==> config.mk <==
export PLATFORM = sky130hd
export DESIGN_NAME = morra_partita_ctrl
export DESIGN_NICKNAME = d
export VERILOG_FILES = /design/src/rtl/morra_partita_ctrl.sv
export SDC_FILE = /design/constraint.sdc
export NUM_CORES = 1
export LEC_CHECK = 0
export CORE_MARGIN = 10
export CORE_UTILIZATION = 50
export CTS_CLUSTER_DIAMETER = 100
export DETAILED_ROUTE_END_ITERATION = 8
export MAX_ROUTING_LAYER = met4
export PLACE_DENSITY = 0.69
export SYNTH_ARGS = -nofsm -noshare
export SYNTH_HDL_FRONTEND = slang
export SYNTH_SLANG_ARGS = --single-unit
==> constraint.sdc <==
create_clock -name clk -period 9.76 [get_ports clk]
set_clock_uncertainty 0.05 [all_clocks]
set_input_delay 1.464 -clock clk [delete_from_list [all_inputs] [get_ports clk]]
set_output_delay 1.464 -clock clk [all_outputs]
set_load 0.05 [all_outputs]
==> src/rtl/morra_partita_ctrl.sv <==
// Morra Cinese match controller: loads the match length on INIZIA, scores one
// round per cycle, enforces the no-repeat-of-winning-move rule, declares the result.
module morra_partita_ctrl #(
    parameter int MIN_MANCHE = 4,
    parameter int VANTAGGIO  = 2
) (
    input  logic       clk,
    input  logic       rst,
    input  logic [1:0] PRIMO,
    input  logic [1:0] SECONDO,
    input  logic       INIZIA,
    output logic [1:0] MANCHE,
    output logic [1:0] PARTITA,
    output logic [4:0] NUM_MANCHE
);

    typedef enum logic [1:0] {
        IDLE  = 2'b00,
        GIOCO = 2'b01,
        FINE  = 2'b10
    } stato_t;

    localparam logic [1:0] NESSUNO  = 2'b00;
    localparam logic [1:0] VINCE_P  = 2'b01;
    localparam logic [1:0] VINCE_S  = 2'b10;
    localparam logic [1:0] PAREGGIO = 2'b11;

    localparam logic [4:0] MIN_W  = MIN_MANCHE[4:0];
    localparam logic [4:0] VANT_W = VANTAGGIO[4:0];

    // Round resolution for two non-zero moves: carta>sasso, forbice>carta, sasso>forbice.
    function automatic logic [1:0] risolvi(input logic [1:0] p, input logic [1:0] s);
        logic [1:0] r;
        if (p == s) begin
            r = PAREGGIO;
        end else if ((p == 2'b10 && s == 2'b01) ||
                     (p == 2'b11 && s == 2'b10) ||
                     (p == 2'b01 && s == 2'b11)) begin
            r = VINCE_P;
        end else begin
            r = VINCE_S;
        end
        return r;
    endfunction

    stato_t     stato_q, stato_d;
    logic [4:0] max_q, max_d;
    logic [4:0] num_q, num_d;
    logic [4:0] vinte1_q, vinte1_d;
    logic [4:0] vinte2_q, vinte2_d;
    logic [1:0] vieto_chi_q, vieto_chi_d;
    logic [1:0] vieto_mossa_q, vieto_mossa_d;
    logic [1:0] manche_q, manche_d;
    logic [1:0] partita_q, partita_d;

    logic       valida_s;
    logic [1:0] esito_s;
    logic [4:0] vantaggio_s;

    // Restricted player repeating the stored winning move makes the round invalid.
    assign valida_s = (PRIMO != 2'b00) && (SECONDO != 2'b00) &&
                      !(vieto_chi_q == VINCE_P && PRIMO   == vieto_mossa_q) &&
                      !(vieto_chi_q == VINCE_S && SECONDO == vieto_mossa_q);
    assign esito_s  = risolvi(PRIMO, SECONDO);

    // Next-state, scoring and end-of-match decision.
    always_comb begin
        stato_d       = stato_q;
        max_d         = max_q;
        num_d         = num_q;
        vinte1_d      = vinte1_q;
        vinte2_d      = vinte2_q;
        vieto_chi_d   = vieto_chi_q;
        vieto_mossa_d = vieto_mossa_q;
        manche_d      = NESSUNO;
        partita_d     = partita_q;
        vantaggio_s   = 5'd0;

        if (INIZIA) begin
            stato_d       = GIOCO;
            max_d         = MIN_W + {1'b0, PRIMO, SECONDO};
            num_d         = 5'd0;
            vinte1_d      = 5'd0;
            vinte2_d      = 5'd0;
            vieto_chi_d   = NESSUNO;
            vieto_mossa_d = 2'b00;
            partita_d     = NESSUNO;
        end else begin
            case (stato_q)
                GIOCO: begin
                    if (valida_s) begin
                        manche_d = esito_s;
                        num_d    = num_q + 5'd1;
                        case (esito_s)
                            VINCE_P: begin
                                vinte1_d      = vinte1_q + 5'd1;
                                vieto_chi_d   = VINCE_P;
                                vieto_mossa_d = PRIMO;
                            end
                            VINCE_S: begin
                                vinte2_d      = vinte2_q + 5'd1;
                                vieto_chi_d   = VINCE_S;
                                vieto_mossa_d = SECONDO;
                            end
                            default: begin
                                vieto_chi_d   = NESSUNO;
                                vieto_mossa_d = 2'b00;
                            end
                        endcase

                        // Unsigned larger-minus-smaller, so no sign wrap.
                        vantaggio_s = (vinte1_d >= vinte2_d) ? (vinte1_d - vinte2_d)
                                                             : (vinte2_d - vinte1_d);

                        if ((num_d >= MIN_W) && (vantaggio_s >= VANT_W)) begin
                            partita_d = (vinte1_d > vinte2_d) ? VINCE_P : VINCE_S;
                            stato_d   = FINE;
                        end else if (num_d == max_q) begin
                            partita_d = (vinte1_d > vinte2_d) ? VINCE_P :
                                        (vinte2_d > vinte1_d) ? VINCE_S : PAREGGIO;
                            stato_d   = FINE;
                        end else begin
                            stato_d = GIOCO;
                        end
                    end else begin
                        manche_d = NESSUNO;
                    end
                end
                IDLE, FINE: begin
                    manche_d = NESSUNO;
                end
                default: begin
                    stato_d = IDLE;
                end
            endcase
        end
    end

    // State and output registers with synchronous reset.
    always_ff @(posedge clk) begin
        if (rst) begin
            stato_q       <= IDLE;
            max_q         <= 5'd0;
            num_q         <= 5'd0;
            vinte1_q      <= 5'd0;
            vinte2_q      <= 5'd0;
            vieto_chi_q   <= NESSUNO;
            vieto_mossa_q <= 2'b00;
            manche_q      <= NESSUNO;
            partita_q     <= NESSUNO;
        end else begin
            stato_q       <= stato_d;
            max_q         <= max_d;
            num_q         <= num_d;
            vinte1_q      <= vinte1_d;
            vinte2_q      <= vinte2_d;
            vieto_chi_q   <= vieto_chi_d;
            vieto_mossa_q <= vieto_mossa_d;
            manche_q      <= manche_d;
            partita_q     <= partita_d;
        end
    end

    assign MANCHE     = manche_q;
    assign PARTITA    = partita_q;
    assign NUM_MANCHE = num_q;

endmodule
==> metrics.txt <==
outcome completed; Inst Count DP approximately 360; nets 320; initial antenna violation count 0; routability cong. around 0.90; Critical Path Max Stage Delay 0.68 ns; critical path endpoint category flop; hold_buf cts 0; syn avg cell area roughly 8.6 µm²; worst slack at placement 3.615 ns; final setup vio count 0; Final Non-Filler Cells 365; share of cells above drive strength 1 between 10% and 20%; crit-path cells clkdlybuf4s50_1, inv_1, ha_1, mux2_4, a21oi_2, nor2_1, mux2i_1, inv_1, fa_1, inv_1, xnor2_1, xnor2_1, o2111ai_1, mux2i_1, o41ai_2, a31oi_2, mux2i_1; Port Buffers 15; top_reg_cell synth dfxtp_1; Remaining DRCs 0; maximum VDD drop 0.07016 mV; first-pass GRT wire length 9632 µm; Netlist cell types 65; Inserted Diodes 0; clock tree from TritonCTS done; DP HPWL 4416 µm; critical path class in2reg; sequential-to-total area share from yosys stat around 24%; Slew @ Worst Pin roughly 0.8 ns; Root Buffer clkbuf_8; initial core utilization 51.68%; Tot GR Track Use 14.47%; Hold Violations, Final 0; drt wl/cell 15.65 µm; # IOs 16; Iteration-0 DRC Markers 108; Layout Area Growth over Synthesis 10.34%; final period utilization 60.20%; TritonCTS Buffers 5; Leak 0.9998 nW; crit start category primary input; htree depth 2; slowest CP cell clkdlybuf4s50_1; EDFF count, synth 0; total setup buffers inserted after CTS 0; FILL cells 474; Clock Sinks 30; Area contributors post-synth dfxtp_1 (24%), ha_1 (7.1%), xnor2_1 (5.3%); largest net degree at the start of global routing 15; drt pass-1 iters 4; Rows 25; Placed Area 2605 µm²; area of the multi-input gates ~1700 µm²; Max Cap Viol 0; arrival time worst endpoint roughly 6.0 ns; Synth Cell Area 2457 µm²; Tmin final 5.876 ns; setup TNS 0 ns; sequential standard cell area 600.6 µm²; FMAX 0.1702 GHz; Mapped Cells 286; DIE AREA 8119 µm²; core area 4755 µm²; vias per cell 5.671; Hold Path Class reg2reg; clock buffer depth 2; number of global-route vias before repair a little under 2000; final instance area 2711 µm²; RSZ-0062 raised after global routing no; maximum fanout along the worst path 14; area share of the largest cell type after synthesis around a quarter; Yosys top cell by area dfxtp_1; Worst-path clk slew around 0.070 ns; CP required 9.92 ns; final WL ~5700 µm; Net Count, Synth 309; slew margin rel. 44.62%; post-cts sizing count 0; Yosys reg bits 30; Slew Limit Fails 0; vias 2070; clk_lat worst skew 0.28 ns; Overflow after GRT 0; Die Span Y about 90 µm; setup ws final 3.884 ns; Yosys warning total 0; Die Span X 90.11 µm; async set-reset flop share out of synthesis 0%; Detail Route Antenna Nets 0; P per Cell Area around 120 nW/µm²; Hold Slack around 0.42 ns
[per-stage QoR]
step	power, W	util [%]
global placement	0.0002024	54.79
floorplan	0.0001882	-
global route	0.0003448	57.03
CTS	0.0003292	57.03
finish	0.0003281	57.03
detailed placement	0.0002035	54.79
[placed cells by master (no fill, tap or decap), types with 2 or more instances in the layout]
| cell type | count |
|---|---|
| or2_2 | 3 |
| nor3b_1 | 2 |
| o2111ai_1 | 2 |
| nand2b_1 | 6 |
| o21ai_0 | 11 |
| clkbuf_8 | 5 |
| xnor2_1 | 15 |
| fa_1 | 2 |
| a221oi_2 | 2 |
| clkdlybuf4s50_1 | 15 |
| or3_1 | 4 |
| o211ai_1 | 2 |
| a31oi_1 | 2 |
| nor3_1 | 8 |
| mux2i_1 | 9 |
| nor3_2 | 2 |
| a211oi_1 | 4 |
| nand2_1 | 19 |
| and3_1 | 2 |
| dfxtp_1 | 30 |
| buf_4 | 2 |
| mux2_2 | 3 |
| nand4_1 | 2 |
| nor2_1 | 34 |
| and2_1 | 3 |
| o21a_2 | 2 |
| clkbuf_1 | 2 |
| inv_1 | 11 |
| o31ai_1 | 3 |
| xor2_1 | 15 |
| nand3_1 | 10 |
| a21oi_1 | 19 |
| ha_1 | 14 |
| a21o_2 | 2 |
[worst paths after layout]
| path | start | end | slack (ns) | depth (start not counted) |
|---|---|---|---|---|
| max reg2reg | vinte1_q[0] | PARTITA[1] | 6.23 | 12 |
| max | PRIMO[0] | PARTITA[1] | 3.88 | 17 |
| min reg2reg | vieto_chi_q[0] | vieto_chi_q[0] | 0.42 | 2 |
| min | vieto_chi_q[0] | vieto_chi_q[0] | 0.42 | 2 |
[cell usage after synthesis, drive strengths merged, types with 3 or more instances]
cell type and n:
dfxtp 30, nor3b 3, mux2i 9, nor2 35, buf 5, clkbuf 8
o21ai 11, ha 14, inv 11, o31ai 3, o211ai 3, a31oi 4
nand3 10, mux2 4, or3 4, nand2 19, nor3 10, o2111ai 3
xor2 16, a21oi 20, xnor2 15, and2 3, a211oi 4, nand2b 6
or2 5
[area by class of cell]
type | count | area share [%]
Clock buffer | 7 | 2.815
Clock inverter | 1 | 1.108
Inverter | 11 | 1.523
Multi-Input combinational cell | 232 | 63.22
Sequential cell | 30 | 22.15
Tap cell | 67 | 3.092
Timing Repair Buffer | 17 | 6.091
[routing by layer]
| metal | vias up | share of wire [%] | global-route usage, % |
|---|---|---|---|
| met2 | 48 | 43 | 21.00 |
| met3 | 7 | 4.5 | 3.408 |
| met1 | 970 | 51 | 19.43 |
| met4 | 0 | 1.1 | 4.111 |
| li1 | 1045 | - | - |
| met5 | - | 0 | - |
[sequential cells by signal, summed over array words and instances (netlist names), named ones only]
signal and count:
MANCHE 2, NUM_MANCHE 5, PARTITA 2, max_q 5
stato_q 2, vieto_chi_q 2, vieto_mossa_q 2, vinte1_q 5
vinte2_q 4
[power breakdown]
group          switching [W]  internal [W]   total, W
logic              0.0000443     0.0000294  0.0000736
clock network      0.0000500     0.0000764   0.000126
registers         0.00000297      0.000125   0.000128
total              0.0000973      0.000231   0.000328
[cell families (layout without fill, tap and decap cells)]
group           count (synthesis)  count (layout)  synth area share (%)
flops                          30              30                 24.44
buf+inv                        24              36                 5.804
compound gates                 68              68                 22.71
xor+xnor                       31              31                 11.35
mux                            13              13                 5.652
fa+ha+maj                      16              16                 8.758
simple gates                  104             104                 21.28
[worst max-delay path: cells and delay by family]
family                   cells  cell delay, ns
adder cells (fa/ha/maj)      2            0.63
buffers and inverters        4            1.07
AO/OA/AOI/OAI                4            1.08
multiplexers                 4            1.24
AND/OR/NAND/NOR              1            0.22
XOR/XNOR                     2            0.31
Power figures use the tool's default switching activity.
